## config.mk

```make
export PLATFORM = sky130hd
export DESIGN_NAME = note_sequencer
export DESIGN_NICKNAME = d
export VERILOG_FILES = /design/src/rtl/note_sequencer.sv
export SDC_FILE = /design/constraint.sdc
export NUM_CORES = 1
export LEC_CHECK = 0
export BUFFER_PORTS_ARGS = -buffer_cell sky130_fd_sc_hd__buf_2
export CAP_MARGIN = 40
export CORE_UTILIZATION = 53
export CTS_BUF_LIST = sky130_fd_sc_hd__clkbuf_4 sky130_fd_sc_hd__clkbuf_8 sky130_fd_sc_hd__clkbuf_16
export CTS_CLUSTER_DIAMETER = 80
export DETAILED_ROUTE_END_ITERATION = 16
export PLACE_DENSITY_LB_ADDON = 0.3
export SLEW_MARGIN = 20
export SYNTH_ARGS = -nofsm -noshare
export SYNTH_HDL_FRONTEND = slang
export SYNTH_SLANG_ARGS = --single-unit
```

## constraint.sdc

```tcl
create_clock -name clk -period 3.2 [get_ports clk]
set_input_delay 0.16 -clock clk [delete_from_list [all_inputs] [get_ports clk]]
set_output_delay 0.16 -clock clk [all_outputs]
set_load 0.02 [all_outputs]
```

## src/rtl/note_sequencer.sv

```systemverilog
`default_nettype none
// ============================================================================
// Module   : note_sequencer
// Purpose  : Song playback engine. Walks a song's note ROM forward or
//            backward, times each note's duration against an external beat
//            strobe (1x or 2x rate), and presents note/duration with a
//            one-cycle new_note strobe to the note player.
//
// Ports    : clk, rst_n     - clock, asynchronous active-low reset
//            play           - 1 = run, 0 = pause (freezes FSM and counter)
//            play_state[1:0]- 00 normal, 01 double time, 10 reverse, 11 = 00
//            song[1:0]      - song select; a change restarts at index 0
//            beat           - one-cycle beat strobe
//            rom_addr       - {song latch, note index}, combinational
//            rom_data       - {note, duration}, valid 1 cycle after rom_addr
//            note, duration - current note and its ROM duration
//            new_note       - one-cycle strobe when note/duration update
//            song_done      - high while the song has ended
//
// Config   : NOTE_SEQ_LOOP_EN - when defined, song end wraps around instead
//            of entering DONE, and song_done is tied low.
//
// Revision : 1.0 - initial release
// ============================================================================
module note_sequencer #(
  parameter int ADDR_W = 5,
  parameter int NOTE_W = 6,
  parameter int DUR_W  = 6
) (
  input  logic                     clk,
  input  logic                     rst_n,
  input  logic                     play,
  input  logic [1:0]               play_state,
  input  logic [1:0]               song,
  input  logic                     beat,
  output logic [ADDR_W+1:0]        rom_addr,
  input  logic [NOTE_W+DUR_W-1:0]  rom_data,
  output logic [NOTE_W-1:0]        note,
  output logic [DUR_W-1:0]         duration,
  output logic                     new_note,
  output logic                     song_done
);

  typedef enum logic [2:0] {
    S_FETCH = 3'd0,
    S_WAIT  = 3'd1,
    S_LOAD  = 3'd2,
    S_PLAY  = 3'd3,
    S_DONE  = 3'd4
  } state_t;

  state_t              state, state_nxt;
  logic [ADDR_W-1:0]   index, index_nxt;
  logic [DUR_W-1:0]    remaining, remaining_nxt;
  logic [1:0]          song_q;
  logic                song_valid;
  logic                capture;

  logic [1:0]          song_eff;
  logic                song_chg;
  logic [NOTE_W-1:0]   rom_note;
  logic [DUR_W-1:0]    rom_dur;
  logic [DUR_W-1:0]    dec_step;
  logic [DUR_W-1:0]    rem_dec;
  logic                reverse;

  // The song latch takes the live song input until the first clock after
  // reset, so reset behaves as if the latch were loaded from song without
  // needing an asynchronous data load.
  assign song_eff = song_valid ? song_q : song;
  assign song_chg = song_valid && (song != song_q);
  assign rom_addr = {song_eff, index};

  assign rom_note = rom_data[NOTE_W+DUR_W-1:DUR_W];
  assign rom_dur  = rom_data[DUR_W-1:0];

  // Rate follows the live mode on every beat; direction only matters at note end.
  assign dec_step = (play_state == 2'b01) ? DUR_W'(2) : DUR_W'(1);
  assign rem_dec  = (remaining > dec_step) ? (remaining - dec_step) : '0;
  assign reverse  = (play_state == 2'b10);

`ifdef NOTE_SEQ_LOOP_EN
  assign song_done = 1'b0;
`else
  assign song_done = (state == S_DONE);
`endif

  always_ff @(posedge clk or negedge rst_n) begin
    if (!rst_n) begin
      state <= S_FETCH;
    end else begin
      state <= state_nxt;
    end
  end

  always_comb begin
    state_nxt     = state;
    index_nxt     = index;
    remaining_nxt = remaining;
    capture       = 1'b0;

    if (song_chg) begin
      // A song change overrides everything, including an in-flight fetch.
      state_nxt = S_FETCH;
      index_nxt = '0;
    end else if (play) begin
      case (state)
        S_FETCH: state_nxt = S_WAIT;

        // ROM data for the current index is valid here; it is latched on the
        // way into LOAD so new_note is high during the LOAD cycle itself.
        S_WAIT: begin
          if (rom_dur == '0) begin
`ifdef NOTE_SEQ_LOOP_EN
            index_nxt = '0;
            state_nxt = S_FETCH;
`else
            state_nxt = S_DONE;
`endif
          end else begin
            capture       = 1'b1;
            remaining_nxt = rom_dur;
            state_nxt     = S_LOAD;
          end
        end

        S_LOAD: state_nxt = S_PLAY;

        S_PLAY: begin
          if (beat) begin
            remaining_nxt = rem_dec;
            if (rem_dec == '0) begin
              // Index wraps modulo 2^ADDR_W; the end test uses the old index.
              if (reverse) begin
                index_nxt = index - ADDR_W'(1);
              end else begin
                index_nxt = index + ADDR_W'(1);
              end
`ifdef NOTE_SEQ_LOOP_EN
              state_nxt = S_FETCH;
`else
              if (reverse ? (index == '0) : (&index)) begin
                state_nxt = S_DONE;
              end else begin
                state_nxt = S_FETCH;
              end
`endif
            end
          end
        end

        S_DONE: state_nxt = S_DONE;

        default: state_nxt = S_FETCH;
      endcase
    end
  end

  always_ff @(posedge clk or negedge rst_n) begin
    if (!rst_n) begin
      index      <= '0;
      remaining  <= '0;
      song_q     <= '0;
      song_valid <= 1'b0;
      note       <= '0;
      duration   <= '0;
      new_note   <= 1'b0;
    end else begin
      index      <= index_nxt;
      remaining  <= remaining_nxt;
      song_valid <= 1'b1;
      new_note   <= capture;
      if (!song_valid || song_chg) begin
        song_q <= song;
      end
      if (capture) begin
        note     <= rom_note;
        duration <= rom_dur;
      end
    end
  end

endmodule
`default_nettype wire
```

==> results.toml <==
[setup_path]
arrival_ns = 3.10
r2r_slack_ns = 0.37
crit_type = "flop to flop"
startpoint_type = "flop"
crit_path_end_kind = "flop"
rr_startpoint = "remaining[0]"
rr_worst_depth = 10
critPathRequiredTime_ns = 3.47
r2r_end = "index[4]"
crit_fanout = 7

[drt]
wl_per_cell_um = 14.3
drt_pass1_iterations = 4
postRouteAntennaNets = 0
viasPerCell = 5.68
drt_wl_total_mm = 3.90
drc = 0
drtIter0Drc = 77
dr_total_vias = 1544

[status]
status = "finished clean"

[power]
vdd_drop_max_v = 0.000306
power.density_nw_per_um2 = 749
p_leak_nw = 1.07

[placement]
dp.cells = 261
gp_congestion = 0.945
portBuffers = 40
hpwlAfterDp_mm = 2.96

[hold_path]
whs_endpoint = "note[0]"
hp-class = "input port to flop"
min_from = "rom_data[6]"
min_path_cells = 3

[sta]
slew_viol_final = 0
fin_crit_sh_pct = 88.4
fin_crit_ns = 2.83
rsz0062_at_grt = "false"
hold_viol = 0
tns_ns = 0
setup_viol = 0
fin_worst_skew_ns = 0.0125
slew_headroom_pct = 56.5
worstMarginPinSlew_ns = 0.652
timing.fmax_ghz = 0.353

[yosys]
synth_flop_cell = "dfrtp_1"
ys_seq_elements = 30
avgSynthCellArea_sq_um = 9.61
synth-seq-area-share_pct = 42.5
synth_area_leaders = "dfrtp_1 (42%), nand2_1 (5.3%), mux2_2 (3.8%), nor2_1 (3.6%), ha_1 (3.5%)"
async_flop_share_pct = 100
syn_area_sq_um = 1770
yosys.area.top_type = "dfrtp_1"
ys_types = 44
synth_edf_count = 0
syn-num-nets = 211
ys_warn_count = 0
synthCells = 184
synth.top_cell.area_share_pct = 42.5

[final_layout]
fin_nets = 254
instances_no_fill = 272
drive_above_1_share_pct = 28.1
num_antenna_cells = 0
area_growth_pct = 17.8

[floorplanning]
start_util_pct = 57.0
die_area_sq_um = 3570
core_sq_um = 3100
die_w_um = 59.8
io_pins = 41
row_count = 20
fp.dieH_um = 59.8

[clocking]
clk_pin_slew_worst_paths_ns = 0.10
clk_latency_ns = 0.34
cts_resized = 0
cts_sinks = 30
clockRootBuffer = "clkbuf_4"
numCtsBuffers = 5
cts_max_level = 2
cts_tree = "done"
clk_path_buf_depth = 2

[job]
maxCapViolCount = 0

[global_route]
grt_max_degree = 31
grt_overflow_total = 0
grt_pass1_wl_mm = 6.47
grtUsageTotal_pct = 24.7
grt_antenna_before_repair = 0
grt_pass1_vias = 1433
critical path, stage by stage, from the launching register on:
cell,delay [ns]
dfrtp_1,0.39
inv_1,0.06
ha_1,0.20
inv_1,0.07
fa_1,0.49
a21boi_1,0.19
or2_2,0.30
a311oi_2,0.39
o221ai_4,0.20
or3_1,0.34
a21oi_1,0.14
where the power goes:
part / total (W) / switching (W) / internal (W)
sequential: 0.000610 / 0.000109 / 0.000501
clock: 0.000240 / 0.000134 / 0.000105
combinational: 0.000711 / 0.000419 / 0.000292
stage by stage:
step	cell area, sq um	setup WS (ns)	utilization, %	hold WS (ns)	power (W)
2_1_floorplan	1770	0.598	-	-0.136	0.00114
3_3_place_gp	1990	0.490	64.1	0.226	0.00130
3_5_place_dp	1990	0.337	64.1	0.236	0.00132
4_1_cts	2080	0.373	67.1	0.00610	0.00157
5_1_grt	2080	0.215	67.1	0.00817	0.00167
6_report	2080	0.370	67.1	0.0120	0.00156
per-layer routing:
layer | track usage, % | vias up | part of all wire, %
met5 | 0 | - | 0
met4 | 11.3 | 0 | 1.7
met3 | 4.55 | 9 | 5.5
met2 | 42.4 | 66 | 51
met1 | 29.8 | 732 | 42
li1 | - | 737 | -
Yosys cell counts, types with 2 or more instances:
cell	n
a31oi_1	3
a22o_1	6
ha_1	5
a22oi_1	2
or4b_1	2
dfrtp_1	30
buf_2	3
nor2_1	17
o22ai_1	2
nor4_1	3
o21ai_0	9
nand2b_1	2
mux2_2	6
clkbuf_1	4
fa_1	2
or2_2	2
mux2_1	2
inv_1	9
nor3_1	4
nand4_1	3
a21oi_1	8
xor2_1	4
xnor2_1	3
nand2_1	25
mux2i_1	3
nand3_1	5
a21o_1	2
o211ai_1	2
sequential cells by signal, summed over array words and instances (netlist names):
name and count:
index 5, note 6, duration 6, remaining 6, song_q 2, song_valid 1, new_note 1, state 3
cell usage in the layout (no fill, tap or decap), types with 3 or more instances in the layout:
cell type      netlist  layout
a21oi_1              8       8
a22o_1               6       6
a31oi_1              3       3
buf_2                3      40
clkbuf_4             0       5
dfrtp_1             30      30
dlygate4sd3_1        0       3
ha_1                 5       5
inv_1                9       9
mux2_2               6       6
mux2i_1              3       3
nand2_1             25      25
nand3_1              5       5
nand4_1              3       3
nor2_1              17      17
nor3_1               4       4
nor4_1               3       3
o21ai_0              9       9
xnor2_1              3       3
xor2_1               4       4
final cells by class:
cell class              instances  area [sq um]
inverters                      10          37.5
repair buffers                 44           238
multi-input cells             136           938
clock buffers                   6          51.3
flip-flops and latches         30           751
fillers                       286          1020
clock inverters                 2          12.5
well taps                      44          55.1
how the worst max path moves through the flow:
stage / start / end / slack, ns / cells past startpoint
final: remaining[0] / index[4] / 0.37 / 10
after global routing: remaining[0] / index[4] / 0.22 / 10
after CTS: remaining[0] / index[4] / 0.37 / 10
after detailed placement: play_state[1] / index[4] / 0.34 / 11
after global placement: play_state[1] / index[4] / 0.49 / 11
after floorplan: remaining[0] / index[4] / 0.60 / 10
kinds of logic (layout without fill, tap and decap cells):
logic type | after synthesis | count (layout) | share of synthesized area [%]
AND/OR/NAND/NOR | 69 | 69 | 19.6
AO/OA/AOI/OAI | 40 | 40 | 16.3
flip-flops | 30 | 30 | 42.5
buffers and inverters | 18 | 62 | 4.46
multiplexers | 12 | 12 | 7.64
adder cells (fa/ha/maj) | 7 | 7 | 5.80
XOR/XNOR | 7 | 7 | 3.47
other | 1 | 1 | 0.212
timing repair:
action / CTS / global route
setup buffers: 0 / 0
hold buffers: 3 / 0
endpoints found under the hold margin: 32 / 0
(Power assumes the default switching activity.)
